$ cat config.mk
export PLATFORM = sky130hd
export DESIGN_NAME = sat_cnt
export DESIGN_NICKNAME = d
export VERILOG_FILES = /design/src/rtl/fib_pkg.sv /design/src/rtl/fib_checker_sat_cnt.sv
export SDC_FILE = /design/constraint.sdc
export NUM_CORES = 1
export LEC_CHECK = 0
export CORE_AREA = 2 2 46 48
export CTS_CLUSTER_SIZE = 30
export DETAILED_ROUTE_END_ITERATION = 10
export DIE_AREA = 0 0 48 50
export PLACE_DENSITY = 0.8
export SYNTH_ARGS = -nofsm -noshare
export SYNTH_HDL_FRONTEND = slang
export SYNTH_SLANG_ARGS = --single-unit
$ cat constraint.sdc
create_clock -name clk -period 2 [get_ports clk]
set_input_delay 0.4 -clock clk [delete_from_list [all_inputs] [get_ports clk]]
set_output_delay 0.4 -clock clk [all_outputs]
set_load 0.01 [all_outputs]
$ cat src/rtl/fib_pkg.sv
// Shared definitions for the Fibonacci series generator and its checker.
package fib_pkg;

   localparam int FIB_WIDTH = 32;
   localparam int FIB_CNT_W = 16;

   localparam int FIB_SEED0 = 0;
   localparam int FIB_SEED1 = 1;

   typedef enum logic [2:0] {
      ST_IDLE  = 3'd0,
      ST_SEED1 = 3'd1,
      ST_CHECK = 3'd2,
      ST_ERR   = 3'd3,
      ST_OVF   = 3'd4
   } fib_chk_state_e;

endpackage

$ cat src/rtl/fib_checker_sat_cnt.sv
// Saturating up-counter with synchronous clear; clear wins over increment.
module sat_cnt
   import fib_pkg::*;
#(
   parameter int W = FIB_CNT_W
) (
   input  logic         clk,
   input  logic         rst_n,
   input  logic         clr,
   input  logic         inc,
   output logic [W-1:0] cnt
);

   logic [W-1:0] cnt_q;
   logic [W-1:0] cnt_d;

   always_comb begin
      cnt_d = cnt_q;
      if (clr) begin
         cnt_d = '0;
      end else if (inc && (cnt_q != {W{1'b1}})) begin
         cnt_d = cnt_q + 1'b1;
      end
   end

   always_ff @(posedge clk) begin
      if (!rst_n) begin
         cnt_q <= '0;
      end else begin
         cnt_q <= cnt_d;
      end
   end

   assign cnt = cnt_q;

endmodule

# After elaboration in Yosys (flattened, before gate mapping)
# Cells that the tools add are included.
[word_totals] regBits=16 inputBits=4 out_inout_bits=16 wordCells=6
[op_classes] addsub=1 eq_ne=1 bitwise_logic=1 n_reduce_logical=2
[op_table] cell="adder 16 x 1 -> 16 bit, second input constant" n=1
[op_table] cell="inequality test 16 bit, second input constant" n=1
[op_table] cell="OR reduction 2 bit" n=1
[op_table] cell="logical AND 1 bit" n=1
[op_table] cell="inverter 1 bit" n=1

# Longest topological paths before layout
# Gate-level depths: netlist (run 1).
[logic_depth] ltp_word=2 ltp_mapped=5 mapped_depth_nobuf=5

# Least setup slack after synthesis (run 1)
# Ideal clock, no wire load.
[synth_timing] path_kind="register -> register" start="register cnt_q[0], in the netlist cnt[0]" end="register cnt_q[14], in the netlist cnt[14]" setup_ns=0.115 t_arrival_ns=1.463 required_time_ns=1.885 slack_ns=0.422 stages_incl_launch_ff=6 path_buffers=0 period_less_slack_ns=1.578 path_cell_list="dfxtp_1 > ha_1 > and4_2 > o311ai_2 > o31a_1 > o21a_1"
[synth_between] elab_chain_cells=2 elab_cells_between_ends=3 cone_classes="add/sub: 1; eq/ne: 1; reduce/logical: 1"
[synth_lines] element="from (decl)" line_no="fib_checker_sat_cnt.sv:14" source="logic [W-1:0] cnt_q;"
[synth_lines] element="from (signal assigned)" line_no="fib_checker_sat_cnt.sv:30" source="cnt_q <= cnt_d;"
[synth_lines] element="branches (longest 2 deep; another with adder 16 x 1 -> 16 bit)"
# Parallel ways; which one is timed is not known.
# A chain may end at the register's enable or synchronous reset.

# Worst setup path after layout (run 1)
[layout_timing] start="register cnt_q[3], in the netlist cnt[3]" end="output cnt[3]"
[layout_lines] element="to (decl)" line_no="fib_checker_sat_cnt.sv:11" source="output logic [W-1:0] cnt"
# No word-level cell between the ends.

==> flow_metrics.tcl, run 1 <==
set metrics [dict create \
    status "finished clean" \
    final_cell_area_um2 1160 \
    grt-ovfl-total 0 \
    hold_class "register to register" \
    fp.dieH_um 50 \
    cp.arrival_ns 1.41 \
    synth_edf_count 0 \
    ys.flop_type "dfxtp_1" \
    yosysWarnings 0 \
    end_kind "primary output" \
    p_sw_w 0.000112 \
    startpoint_type "register" \
    grt_pass1_vias 797 \
    avgSynthCellArea_um2 9.50 \
    core_area_um2 1900 \
    grt_start_max_net_pins 11 \
    async_flop_share_pct 0 \
    start_util_pct 45.5 \
    crit_chain "clkdlybuf4s50_1" \
    cts_num_sinks 16 \
    clk_pin_slew_ns 0.10 \
    nets 124 \
    ys_seq_area_share_pct 37.0 \
    vias_per_cell 5.61 \
    grt_pass1_wl_um 3200 \
    crit_path_start "cnt[3]" \
    p_leak_nw 0.421 \
    clk_path_buf_depth 2 \
    worst_slew_pin_slew_ns 0.454 \
    ys_ff_latch 16 \
    syn_inst 91 \
    ios 20 \
    drt_first_iter_violations 26 \
    p_int_w 0.000446 \
    clock_power_share_pct 37.4 \
    synth_nets 96 \
    die_x_um 48 \
    fin_crit_ns 1.81 \
    setup_violations 0 \
    seqCellArea_um2 320 \
    hold_buffers 0 \
    hp-start "cnt[5]" \
    rows 16 \
    num_vias 814 \
    period_share_pct 90.5 \
    seqPwrFrac_pct 57.6 \
    largest_reg_flops 16 \
    finalSetupTns_ns 0 \
    route.final.wire_length_um 1890 \
    wl_met3_um 95 \
    n_antenna_cell 0 \
    cp_num_buf_inv 1 \
    final_cell_count_no_fill 145 \
    finalMaxSlewViolations 0 \
    ys_types 38 \
    wl_met1_um 813 \
    firstDrtPassIters 4 \
    place.gp.congestion 0.807 \
    slowest_stage "clkdlybuf4s50_1" \
    cts_tree "done" \
    clk_latency_ns 0.28 \
    setup.worst_path.class "register to primary output" \
    fillCellCount 181 \
    fin_hold_ws_ns 0.540 \
    vdd_drop_max_v 0.000310 \
    drc 0 \
    fin_skew_ns 0.00872 \
    ctsResizeCount 0 \
    syn_area_um2 865 \
    worstPathRequired_ns 1.60 \
    cts_buffers 3 \
    cts_max_level 1 \
    timing.max_cap.violations 0 \
    die_area_um2 2400 \
    combPwrFrac_pct 5.0 \
    slew_headroom_pct 69.7 \
    drive_gt1_share_pct 14.4 \
    area_delta_synth_final_pct 34.0 \
    multi_input_area_um2 533 \
    worstReg2RegStart "cnt[0]" \
    top_layer_used "met4" \
    antenna_found_initial 0 \
    hold_viol_final 0 \
    swShare_pct 20.2 \
    dpl.cell_count 141 \
    powerDensity_nw_per_um2 482 \
    wl_met2_um 970 \
    wl_per_cell_um 13.0 \
    slowest_delay_ns 0.61 \
    dp_hpwl_um 1480 \
    rsz0062_at_grt "no" \
    port_buffers 19 \
    antenna_left 0 \
    clock-root-buffer "clkbuf_4" \
    placement.cell_area_um2 1120 \
    crit_fanout 8 \
    fmax_mhz 552 \
    post_cts_buffers 0 \
    grt_usage_pct 18.0 \
    cp_top_family "buffers and inverters" \
]
==> power by group through the flow <==
stage	Clock (W)	Combinational, W	Sequential [W]
after CTS	0.000215	0.0000280	0.000321
after floorplan	0	0.0000119	0.000329
after detailed placement	0	0.0000277	0.000329
after global placement	0	0.0000272	0.000329
after global routing	0.000232	0.0000303	0.000322
final	0.000209	0.0000279	0.000321
==> cells in the mapped netlist, drive strengths merged (2+ instances only) <==
| master | number | area share, % |
|---|---|---|
| a21oi | 4 | 2.3 |
| and2 | 3 | 2.2 |
| and4 | 3 | 3.3 |
| dfxtp | 16 | 37 |
| inv | 2 | 0.87 |
| nand2 | 5 | 2.2 |
| nand2b | 2 | 1.4 |
| nand3 | 5 | 4.3 |
| nand4 | 4 | 6.4 |
| nor2 | 10 | 4.3 |
| nor3 | 2 | 1.7 |
| nor4 | 3 | 2.2 |
| o21ai | 4 | 2.3 |
| o311ai | 3 | 3.9 |
| o31ai | 2 | 1.7 |
| o41ai | 3 | 5.2 |
| or3 | 2 | 1.4 |
| or4 | 2 | 1.7 |
| xor2 | 3 | 3.0 |
==> cell type report <==
cell class              count  area share, %
repair buffers             24           19.7
clock buffers               4           3.13
well taps                  27           2.92
flip-flops and latches     16           27.6
inverters                   2          0.648
multi-input cells          72           46.0
==> tightest hold or removal path, stage by stage, from the launching register on <==
cell	delay, ns
dfxtp_1	0.35
o21ai_0	0.08
a21oi_1	0.06
==> cells by family after synthesis <==
group                    count (synthesis)  share of synthesized area, %
AND/OR/NAND/NOR                         44                          33.6
AO/OA/AOI/OAI                           22                          21.4
flip-flops                              16                          37.0
XOR/XNOR                                 4                          4.05
buffers and inverters                    3                          1.30
multiplexers                             1                          1.16
adder cells (fa/ha/maj)                  1                          1.45
==> through the flow <==
step | power, W | utilization (%) | setup slack (ns)
2_1_floorplan | 0.000341 | - | 0.422
3_3_place_gp | 0.000356 | 59.0 | 0.0840
3_5_place_dp | 0.000357 | 59.0 | 0.00291
4_1_cts | 0.000564 | 60.9 | 0.184
5_1_grt | 0.000584 | 60.9 | 0.151
6_report | 0.000558 | 60.9 | 0.189
==> worst paths after layout <==
check	cells after the start	endpoint	slack, ns
worst min register to register	2	cnt[5]	0.54
worst max register to register	6	cnt[14]	0.41
worst max-delay path	1	cnt[3]	0.19
worst min-delay path	2	cnt[5]	0.54
==> per-layer routing <==
metal / vias up / GRT usage, %
met4: 0 / 5.86
met3: 2 / 2.93
li1: 410 / -
met5: - / 0
met1: 376 / 21.7
met2: 26 / 30.9
==> layout by cell type, fill, tap and decap left out, types with 2 or more instances in the layout <==
cell	instances
xor2_1	3
o311ai_0	2
nand2_1	5
o41ai_1	2
o31ai_1	2
and2_1	3
nand2b_1	2
nand3_1	4
inv_1	2
nor2_1	10
or4_1	2
nand4_4	2
buf_4	5
and4_2	2
a21oi_1	4
clkbuf_4	3
clkdlybuf4s50_1	19
or3_1	2
o21ai_0	4
dfxtp_1	16
nand4_1	2
nor4_1	3
(Power assumes the default switching activity.)
==> inputs of run 2 (changes only) <==
ABC_CLOCK_PERIOD_IN_PS = 2000   (was default)
CORE_AREA = 2 2 53 55   (was 2 2 46 48)
DIE_AREA = 0 0 55 57   (was 0 0 48 50)
PLACE_DENSITY = 0.64   (was 0.8)
==> flow_metrics.tcl, run 2 (same netlist as run 1, synthesis figures left out) <==
set metrics [dict create \
    clk_pin_slew_ns 0.09 \
    rows 19 \
    power_w 0.000525 \
    finalSetupTns_ns 0 \
    crit_fanout 8 \
    timing.max_cap.violations 0 \
    worstReg2RegStart "cnt[0]" \
    cts_num_sinks 16 \
    rsz0062_at_grt "no" \
    worstPathRequired_ns 1.60 \
    grt_usage_pct 15.4 \
    port_buffers 19 \
    post_cts_buffers 0 \
    startpoint_type "register" \
    core_area_um2 2620 \
    vdd_drop_max_v 0.000271 \
    layout_commonest_cell "clkdlybuf4s50_1" \
    dp_hpwl_um 1600 \
    clock-root-buffer "clkbuf_4" \
    cts_buffers 3 \
    place.gp.congestion 0.857 \
    antenna_found_initial 0 \
    cp_top_family "buffers and inverters" \
    start_util_pct 33.1 \
    setup_violations 0 \
    slew_headroom_pct 69.6 \
    finalMaxSlewViolations 0 \
    setup.worst_path.class "register to primary output" \
    ios 20 \
    die_x_um 55 \
    route.final.wire_length_um 2130 \
    grt_pass1_vias 810 \
    fp.dieH_um 57 \
    status "finished clean" \
    drc 0 \
    final_cell_mix "19 x clkdlybuf4s50_1, 16 x dfxtp_1, 10 x nor2_1, 5 x nand2_1, 5 x buf_4" \
    n_antenna_cell 0 \
    fmax_mhz 545 \
    cp_num_buf_inv 1 \
    hold_buffers 0 \
    slowest_stage "clkdlybuf4s50_1" \
    grt_start_max_net_pins 10 \
    hold_class "register to register" \
    worst_slew_pin_slew_ns 0.454 \
    clk_latency_ns 0.29 \
    grt_pass1_wl_um 3570 \
    wl_per_cell_um 14.4 \
    cts_tree "done" \
    crit_path_start "cnt[3]" \
    cp.arrival_ns 1.44 \
    clk_path_buf_depth 2 \
    fillCellCount 275 \
    end_kind "primary output" \
    period_share_pct 91.8 \
    nets 124 \
    grt-ovfl-total 0 \
    fin_skew_ns 0.00235 \
    fin_crit_ns 1.84 \
    drive_gt1_share_pct 13.7 \
    largest_reg_flops 16 \
    antenna_left 0 \
    hp-start "cnt[5]" \
    vias_per_cell 5.57 \
    num_vias 825 \
    die_area_um2 3140 \
    crit_chain "clkdlybuf4s50_1" \
    firstDrtPassIters 4 \
    area_delta_synth_final_pct 33.0 \
    hold_viol_final 0 \
    cts_max_level 1 \
    slowest_delay_ns 0.61 \
    p_leak_nw 0.415 \
    powerDensity_nw_per_um2 456 \
    drt_first_iter_violations 25 \
    ctsResizeCount 0 \
]
==> run 2: per-layer routing <==
layer | routed length, µm | vias to the layer above | global-route usage, %
met4 | 36 | 0 | 6.27
met5 | 0 | - | 0
met3 | 81 | 4 | 3.14
li1 | - | 409 | -
met2 | 989 | 24 | 22.6
met1 | 1030 | 388 | 21.9
==> run 2: layout make-up <==
| class | count | area [µm²] | area share [%] |
|---|---|---|---|
| Timing Repair Buffer | 24 | 228 | 19.8 |
| Clock buffer | 3 | 22.5 | 1.96 |
| Sequential cell | 16 | 320 | 27.9 |
| Multi-Input combinational cell | 72 | 533 | 46.4 |
| Tap cell | 31 | 38.8 | 3.37 |
| Inverter | 2 | 7.51 | 0.653 |
==> run 2: per-stage QoR <==
step	hold slack, ns	cell area, µm²	util, %	std cells	setup slack (ns)
floorplan	0.531	865	-	91	0.422
global placement	0.512	1130	43.1	145	0.0631
detailed placement	0.526	1130	43.1	145	0.00382
CTS	0.543	1150	44.0	148	0.165
global route	0.578	1150	44.0	148	0.104
finish	0.540	1150	44.0	148	0.165
==> run 2: where the power goes <==
| part | internal (W) | switching (W) |
|---|---|---|
| Sequential | 0.000320 | 0.00000153 |
| Combinational | 0.0000166 | 0.0000137 |
| Clock | 0.0000701 | 0.000103 |
| Total | 0.000406 | 0.000118 |
==> run 2: worst reg2reg max path, delay by kind of cell (launching register included) <==
| family | cells | cell delay (ns) |
|---|---|---|
| buf+inv | 1 | 0.16 |
| simple gates | 2 | 0.49 |
| fa+ha+maj | 1 | 0.21 |
| flops | 1 | 0.40 |
| compound gates | 2 | 0.27 |
==> run 2: worst paths after layout <==
path	cells past startpoint	slack (ns)	end
setup / recovery	1	0.16	cnt[3]
hold / removal	2	0.54	cnt[5]
setup reg to reg	6	0.41	cnt[14]
hold reg to reg	2	0.54	cnt[5]
==> inputs of run 3 (changes only) <==
CTS_CLUSTER_SIZE = 20   (was 30)
==> results of run 3 <==
No change in the layout: final DEF, timing and power equal those of run 2.
